$ cat config.mk
export PLATFORM = sky130hd
export DESIGN_NAME = log_offset_lut_pipe
export DESIGN_NICKNAME = d
export VERILOG_FILES = /design/src/rtl/log_offset_lut_pipe.sv
export SDC_FILE = /design/constraint.sdc
export NUM_CORES = 1
export LEC_CHECK = 0
export CAP_MARGIN = 0
export CORE_MARGIN = 2
export CORE_UTILIZATION = 55
export DETAILED_ROUTE_END_ITERATION = 12
export PLACE_DENSITY = 0.73
export SETUP_SLACK_MARGIN = 0.2
export SLEW_MARGIN = 10
export SYNTH_ARGS = -nofsm -noshare
export SYNTH_HDL_FRONTEND = slang
export SYNTH_SLANG_ARGS = --single-unit
$ cat constraint.sdc
create_clock -name clk -period 43.6 [get_ports clk]
set_input_delay 10.9 -clock clk [delete_from_list [all_inputs] [get_ports clk]]
set_output_delay 10.9 -clock clk [all_outputs]
set_load 0.02 [all_outputs]
$ cat src/rtl/log_offset_lut_pipe.sv
// Multi-channel pipelined log-offset lookup with a run-time writable table, a clear sweep,
// an out-of-range policy and valid/ready flow control on both the lookup and result sides.
module log_offset_lut_pipe #(
  parameter int unsigned       IDX_W   = 5,
  parameter int unsigned       OUT_W   = 40,
  parameter int unsigned       DEPTH   = 16,
  parameter int unsigned       NUM_CH  = 2,
  parameter bit                SAT     = 1'b0,
  parameter logic [OUT_W-1:0]  DEF_VAL = '0,
  localparam int unsigned      AW      = $clog2(DEPTH)
) (
  input  logic                      clk,
  input  logic                      rst,
  input  logic                      cfg_valid,
  input  logic                      cfg_op,
  input  logic [AW-1:0]             cfg_addr,
  input  logic [OUT_W-1:0]          cfg_data,
  output logic                      cfg_ready,
  input  logic                      in_valid,
  output logic                      in_ready,
  input  logic [NUM_CH*IDX_W-1:0]   shift_offset,
  output logic                      out_valid,
  input  logic                      out_ready,
  output logic [NUM_CH*OUT_W-1:0]   log_offset
);

  typedef enum logic [0:0] {StRun, StClear} state_e;

  state_e                 state_q, state_d;
  logic [AW-1:0]          clr_cnt_q, clr_cnt_d;
  logic [OUT_W-1:0]       table_q [DEPTH];
  logic                   s1_valid_q;
  logic [IDX_W-1:0]       s1_idx_q [NUM_CH];
  logic [NUM_CH*OUT_W-1:0] lut_out;

  logic run, adv, clr_req, pipe_empty;
  logic cfg_wr_acc, clr_acc, in_acc;

  assign run        = (state_q == StRun);
  assign adv        = !out_valid || out_ready;
  assign clr_req    = cfg_valid && cfg_op;
  assign pipe_empty = !s1_valid_q && !out_valid;

  // A pending clear holds off new lookups so the pipe can drain before the sweep.
  assign cfg_ready  = run && (!cfg_op || pipe_empty);
  assign in_ready   = run && adv && !clr_req;

  assign cfg_wr_acc = cfg_valid && !cfg_op && cfg_ready;
  assign clr_acc    = clr_req && cfg_ready;
  assign in_acc     = in_valid && in_ready;

  always_comb begin
    state_d   = state_q;
    clr_cnt_d = clr_cnt_q;
    unique case (state_q)
      StRun: begin
        if (clr_acc) begin
          state_d   = StClear;
          clr_cnt_d = '0;
        end
      end
      StClear: begin
        clr_cnt_d = clr_cnt_q + AW'(1);
        if (clr_cnt_q == AW'(DEPTH - 1)) begin
          state_d = StRun;
        end
      end
      default: state_d = StRun;
    endcase
  end

  always_ff @(posedge clk or posedge rst) begin
    if (rst) begin
      state_q   <= StRun;
      clr_cnt_q <= '0;
    end else begin
      state_q   <= state_d;
      clr_cnt_q <= clr_cnt_d;
    end
  end

  // Writes to addresses beyond the table are accepted and dropped.
  always_ff @(posedge clk or posedge rst) begin
    if (rst) begin
      for (int i = 0; i < int'(DEPTH); i++) begin
        table_q[i] <= '0;
      end
    end else if (state_q == StClear) begin
      table_q[clr_cnt_q] <= '0;
    end else if (cfg_wr_acc && (32'(cfg_addr) < DEPTH)) begin
      table_q[cfg_addr] <= cfg_data;
    end
  end

  // Reads see the pre-edge table, so a same-cycle write is only visible on the next lookup.
  always_comb begin
    lut_out = '0;
    for (int k = 0; k < int'(NUM_CH); k++) begin
      if (32'(s1_idx_q[k]) < DEPTH) begin
        lut_out[k*OUT_W +: OUT_W] = table_q[s1_idx_q[k][AW-1:0]];
      end else if (SAT) begin
        lut_out[k*OUT_W +: OUT_W] = table_q[DEPTH-1];
      end else begin
        lut_out[k*OUT_W +: OUT_W] = DEF_VAL;
      end
    end
  end

  always_ff @(posedge clk or posedge rst) begin
    if (rst) begin
      s1_valid_q <= 1'b0;
      for (int k = 0; k < int'(NUM_CH); k++) begin
        s1_idx_q[k] <= '0;
      end
      out_valid  <= 1'b0;
      log_offset <= '0;
    end else if (adv) begin
      s1_valid_q <= in_acc;
      if (in_acc) begin
        for (int k = 0; k < int'(NUM_CH); k++) begin
          s1_idx_q[k] <= shift_offset[k*IDX_W +: IDX_W];
        end
      end
      out_valid <= s1_valid_q;
      if (s1_valid_q) begin
        log_offset <= lut_out;
      end
    end
  end

endmodule

Word-level counts from Yosys, hierarchy flattened --
Index checks and enable logic that the tools add are counted.
Word-level totals: register bits 737, input bits 60, word-level logic and storage cells 81
Operators by class: add/sub/neg operators 1, order comparisons 8, equality and inequality tests 2, mux-type cells 20, bitwise operators 7, reductions and logical operators 20
Operators by type and width (number):
- 640-bit 2-to-1 mux | 2
- 640-bit bitwise AND | 1
- 640-bit bitwise mux | 1
- 640-bit NOT | 1
- 40-bit binary-select mux with 4-bit select | 2
- 40-bit demux with 4-bit select | 2
- 40-bit 2-to-1 mux | 8
- 5-bit >= comparator (second input constant) | 4
- 4-bit NOT with 5-bit output | 4
- 1-bit logical AND | 11
- 5-bit by 1-bit less-than comparator with 1-bit output (second input constant) | 2
- 5-bit less-than comparator (second input constant) | 2
- 4-bit one-hot mux with 2 select lines | 1
- 4-bit by 1-bit adder with 4-bit output (second input constant) | 1
- 4-bit == test (second input constant) | 1
- 1-bit zero test | 4
- 4-bit 2-to-1 mux | 1
- 2-bit AND reduction | 2
- 1-bit logical OR | 2
- 1-bit 2-to-1 mux | 2
- 2-bit by 1-bit != test with 1-bit output (second input constant) | 1
- 1-bit one-hot mux with 2 select lines | 1
- 2-bit nonzero test | 1
- 1-bit NOT | 1

Logic depth before layout (Yosys ltp) --
Gate-level depths: netlist of run 1.
depth after elaboration 8, gate-level depth with buffers 8

Least setup slack after synthesis of run 1 --
Ideal clock, no wire load.
path type input -> output, start point input port out_ready, end point output port in_ready, arrival time 11550 ps, data required time 32700 ps, slack 21150 ps, stages 2, path through nor2b_1 -> a211oi_1
Between the ends: cells in the longest elaborated chain, start to end 3
RTL lines:
- start: declaration | RTL line 23 | input logic out_ready,
- 1-bit logical OR | RTL line 40 | assign adv = !out_valid || out_ready;
- 1-bit logical AND (2 in a row) | RTL line 46 | assign in_ready = run && adv && !clr_req;
- end: declaration | RTL line 20 | output logic in_ready,
No other way between the ends.

Worst setup path in the final report of run 1 --
start point input port cfg_valid, end point output port in_ready
Between the ends: cells in the longest elaborated chain, start to end 3
RTL lines:
- start: declaration | RTL line 14 | input logic cfg_valid,
- 1-bit logical AND | RTL line 41 | assign clr_req = cfg_valid && cfg_op;
- 1-bit zero test | RTL line 46
- 1-bit logical AND | RTL line 46
No other way between the ends.

==> flow_metrics.py, run 1 <==
metrics = {
    "global_route": {
        "antenna_found_initial": 7,
        "gr-total-overflow": 0,
        "grt_pass1_wl_microns": 171900,
        "grt_util_all_layers_pct": 34.12,
        "grt_pass1_vias": 26850,
        "grt_max_degree": 162,
    },
    "clock_tree": {
        "htree_levels": 3,
        "cts_resized": 0,
        "clock_path_buffers": 3,
        "clock-sinks": 737,
        "ctsHoldBuffers": 0,
        "tritoncts.num_buffers": 78,
        "cts.clk_slew.worst_paths_ns": 0.05,
        "clock_latency_ns": 0.63,
        "cts_root_buf": "clkbuf_16",
        "cts_tree": "done",
        "cts_setup_buffers": 0,
    },
    "setup_path": {
        "critPathBufInv": 2,
        "cp_common_cell": "clkdlybuf4s50_1",
        "critPathKind": "in -> out",
        "r2r_slack_ns": 39.31,
        "crit_required_ns": 32.70,
        "cp-start-kind": "input pin",
        "crit_family": "buffers and inverters",
        "crit_chain": "clkdlybuf4s50_1, a211oi_1, clkdlybuf4s50_1",
        "endpoint_kind": "output pin",
        "crit_slowest_cell": "clkdlybuf4s50_1",
        "arrival_ns": 12.46,
        "cp_max_fo": 7,
        "cpPeakStageDelay_ns": 0.68,
    },
    "placed_design": {
        "hpwl_microns": 57640,
        "io_buffers": 142,
        "gp_congestion": 0.7996,
        "pre_cts_ws_ns": 20.23,
    },
    "floorplan": {
        "num_rows": 94,
        "ios": 143,
        "coreArea_sq_mm": 0.06551,
        "dieArea_sq_mm": 0.06795,
        "fp.dieW_microns": 260.7,
        "die_y_microns": 260.7,
        "initial_core_util_pct": 55.32,
    },
    "drt": {
        "post-route-drc-count": 0,
        "ant_nets": 0,
        "routed_wirelength_microns": 114000,
        "drt_iter0_markers": 2980,
        "vias": 25650,
        "via_per_inst": 7.752,
        "first_pass_iters": 6,
        "avgRoutedWirePerCell_microns": 34.46,
    },
    "synthesis": {
        "synthesis.nets": 2493,
        "syn-instance-count": 2429,
        "synth_edf_count": 0,
        "synth_warnings": 0,
        "synth-main-ff-cell": "dfrtp_1",
        "yosysUniqueCellTypes": 31,
        "synthArstFlopShare_pct": 100.0,
        "yosysSeqAreaShare_pct": 50.89,
        "synth_area_sq_mm": 0.03624,
        "synth_seq_cells": 737,
        "syn_avg_cell_area_sq_um": 14.92,
    },
    "sta": {
        "hold_violations": 0,
        "setup_violations": 0,
        "relSlewSlack_pct": 18.93,
        "holdWs_ns": 0.5002,
        "rsz0062_at_grt": "no",
        "fmax_mhz": 42.82,
        "setup_ws_ns": 20.24,
        "slew_viol_final": 0,
        "worst_pin_slew_ns": 1.216,
        "tns_ns": 0,
        "period_needed_ns": 23.36,
        "finalClockSkew_ns": 0.03653,
        "period_share_pct": 53.57,
    },
    "final_layout": {
        "nFillCells": 4670,
        "area_growth_pct": 12.92,
        "drive_above_1_share_pct": 22.82,
        "layout.nets": 2443,
    },
    "pwr": {
        "power.density_mw_per_mm2": 64.65,
        "vdd_drop_max_v": 0.00005408,
        "power_leakage_nw": 18.29,
        "finalPower_mw": 2.645,
    },
    "status": {
        "status": "complete, no violations",
    },
    "flow_run": {
        "drv_cap": 0,
    },
    "min_path": {
        "holdCritPathClass": "reg -> reg",
    },
}
## cell usage in the layout (no fill, tap or decap), types with 4 or more instances in the layout
master / Yosys / final
dfrtp_1: 737 / 729
a22o_1: 723 / 723
mux4_2: 320 / 320
mux2i_1: 240 / 240
clkdlybuf4s50_1: 0 / 142
clkbuf_16: 0 / 79
buf_4: 2 / 52
clkbuf_8: 0 / 20
nor2_4: 0 / 18
clkbuf_1: 192 / 17
a21oi_4: 0 / 16
clkinv_2: 0 / 12
mux2_2: 11 / 11
bufinv_16: 0 / 8
dfrtp_4: 0 / 6
diode_2: 0 / 4
nand2_1: 5 / 4
ha_1: 4 / 4
## synthesized netlist by cell type (5+ instances only)
library cell / number / area [sq um]
buf_2: 68 / 340.3
nor2_1: 20 / 75.07
mux2_2: 11 / 123.9
mux4_2: 320 / 7207
buf_1: 65 / 244.0
a22o_1: 723 / 6332
clkbuf_1: 192 / 720.7
mux2i_1: 240 / 2402
dfrtp_1: 737 / 18440
nand2_1: 5 / 18.77
a21oi_1: 17 / 85.08
## through the flow
| stage | area [sq um] | utilization [%] | instances |
|---|---|---|---|
| 2_1_floorplan | 36240 | - | 2429 |
| 3_3_place_gp | 38230 | 58.35 | 3163 |
| 3_5_place_dp | 38230 | 58.35 | 3163 |
| 4_1_cts | 40910 | 62.45 | 3305 |
| 5_1_grt | 40920 | 62.46 | 3309 |
| 6_report | 40920 | 62.46 | 3309 |
## state kept, by name, indices dropped and copies added, names as in the netlist
signal / flops
s1_valid_q: 1
out_valid: 1
state_q: 1
clr_cnt_q: 4
table_q: 640
log_offset: 80
s1_idx_q: 10
## where the power goes
part | total (mW) | internal (mW) | switching [mW]
Combinational | 0.913 | 0.456 | 0.456
Clock | 0.701 | 0.416 | 0.285
Sequential | 1.03 | 0.836 | 0.195
Total | 2.65 | 1.71 | 0.937
## worst paths after layout
path	from	to	cells after the start
setup / recovery	cfg_valid	in_ready	3
hold / removal	log_offset[65]$_DFFE_PP0P_	log_offset[65]$_DFFE_PP0P_	1
setup reg to reg	s1_idx_q[3]$_DFFE_PP0P_	log_offset[47]$_DFFE_PP0P_	6
hold reg to reg	log_offset[65]$_DFFE_PP0P_	log_offset[65]$_DFFE_PP0P_	1
max in group asynchronous	rst	log_offset[64]$_DFFE_PP0P_	4
min in group asynchronous	rst	table_q[552]$_DFFE_PP0P_	2
## layer usage
metal | track usage [%] | vias to the layer above | routed length (microns)
li1 | - | 9715 | -
met1 | 46.89 | 13630 | 42460
met2 | 51.43 | 1968 | 52550
met3 | 9.450 | 339 | 14300
met4 | 14.95 | 4 | 4674
met5 | 0 | - | 24
## logic make-up after synthesis
logic type | after synthesis | share of synthesized area, %
adder cells (fa/ha/maj) | 4 | 0.1381
XOR/XNOR | 2 | 0.04835
multiplexers | 571 | 26.86
AND/OR/NAND/NOR | 41 | 0.6008
AO/OA/AOI/OAI | 743 | 17.78
buffers and inverters | 331 | 3.684
flip-flops | 737 | 50.89
## cell type report
class	count	area (sq um)	area share [%]
clock inverters	26	366.6	0.8959
clock buffers	116	2316	5.660
multi-input cells	1361	16780	41.01
well taps	864	1081	2.642
flip-flops and latches	737	18470	45.13
inverters	4	22.52	0.05504
repair buffers	197	1872	4.575
diodes	4	10.01	0.02446
Note: power is estimated with default switching activity, not from simulation.
==> run 2: changes to the inputs <==
--- a/config.mk
+++ b/config.mk
@@ -9,7 +9,7 @@
 export CORE_MARGIN = 2
 export CORE_UTILIZATION = 55
 export DETAILED_ROUTE_END_ITERATION = 12
-export PLACE_DENSITY = 0.73
+export PLACE_DENSITY = 0.76
 export SETUP_SLACK_MARGIN = 0.2
 export SLEW_MARGIN = 10
 export SYNTH_ARGS = -nofsm -noshare
==> constraint.sdc (replaced) <==
create_clock -name clk -period 19.1 [get_ports clk]
set_input_delay 4.775 -clock clk [delete_from_list [all_inputs] [get_ports clk]]
set_output_delay 4.775 -clock clk [all_outputs]
set_load 0.02 [all_outputs]
==> run 2 against run 1 <==
  * Hold slack hardly changed
  * Highest routed layer unchanged
  * Sequential power up 130%
  * Non-clock buffer count grew 2
  * Critical path depth stayed put
  * Flip-flop and latch count unchanged
  * First-iteration DRC count grew 9.0%
  * Final area about the same
  * Setup slack worse by 12 ns
  * Routed wire length shrank 1.8%
  * Combinational power grew 130%
==> flow_metrics.py, run 2 (synthesis results as in run 1) <==
metrics = {
    "placed_design": {
        "pre_cts_ws_ns": 8.042,
        "place_area_sq_mm": 0.03822,
        "io_buffers": 142,
        "hpwl_microns": 57250,
        "placed_cells": 3165,
        "gp_congestion": 0.8159,
    },
    "global_route": {
        "grt_pass1_wl_microns": 170700,
        "grt_max_degree": 173,
        "grt_pass1_vias": 27080,
        "grt_util_all_layers_pct": 33.66,
        "gr-total-overflow": 0,
        "antenna_found_initial": 6,
    },
    "clock_tree": {
        "clock-sinks": 737,
        "cts_resized": 0,
        "cts.clk_slew.worst_paths_ns": 0.06,
        "clock_latency_ns": 0.63,
        "cts_setup_buffers": 0,
        "cts_tree": "done",
        "tritoncts.num_buffers": 75,
        "cts_root_buf": "clkbuf_16",
        "htree_levels": 3,
        "ctsHoldBuffers": 0,
        "clock_path_buffers": 3,
    },
    "sta": {
        "rsz0062_at_grt": "no",
        "period_share_pct": 58.02,
        "relSlewSlack_pct": 21.27,
        "hold_violations": 0,
        "worst_pin_slew_ns": 1.181,
        "period_needed_ns": 11.08,
        "setup_violations": 0,
        "slew_viol_final": 0,
        "setup_ws_ns": 8.018,
        "fmax_mhz": 90.24,
        "holdWs_ns": 0.5006,
        "finalClockSkew_ns": 0.02110,
        "tns_ns": 0,
    },
    "floorplan": {
        "die_y_microns": 260.7,
        "num_rows": 94,
        "initial_core_util_pct": 55.32,
        "dieArea_sq_mm": 0.06795,
        "ios": 143,
        "fp.dieW_microns": 260.7,
        "coreArea_sq_mm": 0.06551,
    },
    "drt": {
        "avgRoutedWirePerCell_microns": 33.90,
        "post-route-drc-count": 0,
        "drt_iter0_markers": 3249,
        "ant_nets": 0,
        "vias": 25510,
        "via_per_inst": 7.724,
        "routed_wirelength_microns": 112000,
        "first_pass_iters": 7,
    },
    "final_layout": {
        "layout_commonest_cell": "dfrtp_1",
        "regArea_sq_mm": 0.01847,
        "mostFrequentLayoutCells": "729 x dfrtp_1, 723 x a22o_1, 320 x mux4_2, 240 x mux2i_1, 142 x clkdlybuf4s50_1",
        "fin_cells": 3303,
        "nFillCells": 4592,
        "layout.nets": 2442,
        "finish.utilization_pct": 62.46,
        "largest_register": "table_q",
        "largest_reg_flops": 640,
        "area_growth_pct": 12.91,
        "fin_area_sq_mm": 0.04092,
        "largestRegisters": "table_q: 640 flops, log_offset: 80 flops, s1_idx_q: 10 flops",
        "drive_above_1_share_pct": 22.84,
        "multi_input_area_sq_mm": 0.01678,
    },
    "setup_path": {
        "endpoint_kind": "output pin",
        "critPathKind": "in -> out",
        "arrival_ns": 6.31,
        "cp_max_fo": 7,
        "crit_required_ns": 14.32,
        "cp-start-kind": "input pin",
    },
    "pwr": {
        "finalPower_mw": 6.031,
        "power.density_mw_per_mm2": 147.4,
        "vdd_drop_max_v": 0.0001341,
        "netSwitchingFraction_pct": 35.01,
        "power_frac_comb_pct": 34.3,
        "power_leakage_nw": 18.27,
        "p_int_mw": 3.919,
        "clkPwrFrac_pct": 26.6,
        "switchingPower_mw": 2.111,
        "seq_power_share_pct": 39.1,
    },
    "flow_run": {
        "drv_cap": 0,
    },
    "status": {
        "status": "complete, no violations",
    },
    "min_path": {
        "holdCritPathClass": "reg -> reg",
    },
}
[run 2: cell types whose count changed in the layout (fill, tap and decap cells not counted), sizes merged, moves of 2 or more]
cell,before,now
buf,55,57
clkinv,15,12
clkbuf,116,104
bufinv,8,12
clkinvlp,1,4
[run 2: critical path: stages]
cell             delay, ns
clkdlybuf4s50_1       0.51
a211oi_1              0.35
clkdlybuf4s50_1       0.67
[run 2: power groups by stage]
stage	clock network (mW)	registers [mW]	logic, mW
after global placement	0	2.32	2.02
after CTS	1.61	2.34	2.05
after floorplan	0	2.16	1.57
after detailed placement	0	2.36	2.05
after global routing	1.68	2.40	2.17
final	1.61	2.36	2.07
[run 2: metal layers]
layer	vias up	share of wire, %	global-route usage [%]
li1	9713	-	-
met1	13580	38	45.52
met2	1884	46	50.04
met3	337	12	10.42
met4	2	4.4	16.27
met5	-	0.014	0
[run 2: cell type report]
| cell class | instances | area share, % |
|---|---|---|
| timing repair buffer | 199 | 4.581 |
| tap | 864 | 2.642 |
| clock buffer | 104 | 5.404 |
| antenna | 5 | 0.03058 |
| sequential | 737 | 45.14 |
| inverter | 4 | 0.04587 |
| multi-input combinational | 1361 | 41.02 |
| clock inverter | 29 | 1.144 |
[run 2: path summary, 6_finish.rpt]
kind / start / end / slack [ns] / cells after the start
max in group asynchronous: rst / table_q[5]$_DFFE_PP0P_ / 11.31 / 5
max reg2reg: s1_idx_q[3]$_DFFE_PP0P_ / log_offset[79]$_DFFE_PP0P_ / 15.71 / 5
min reg2reg: log_offset[71]$_DFFE_PP0P_ / log_offset[71]$_DFFE_PP0P_ / 0.50 / 1
min in group asynchronous: rst / log_offset[33]$_DFFE_PP0P_ / 4.70 / 2
max: cfg_valid / in_ready / 8.02 / 3
min: log_offset[71]$_DFFE_PP0P_ / log_offset[71]$_DFFE_PP0P_ / 0.50 / 1
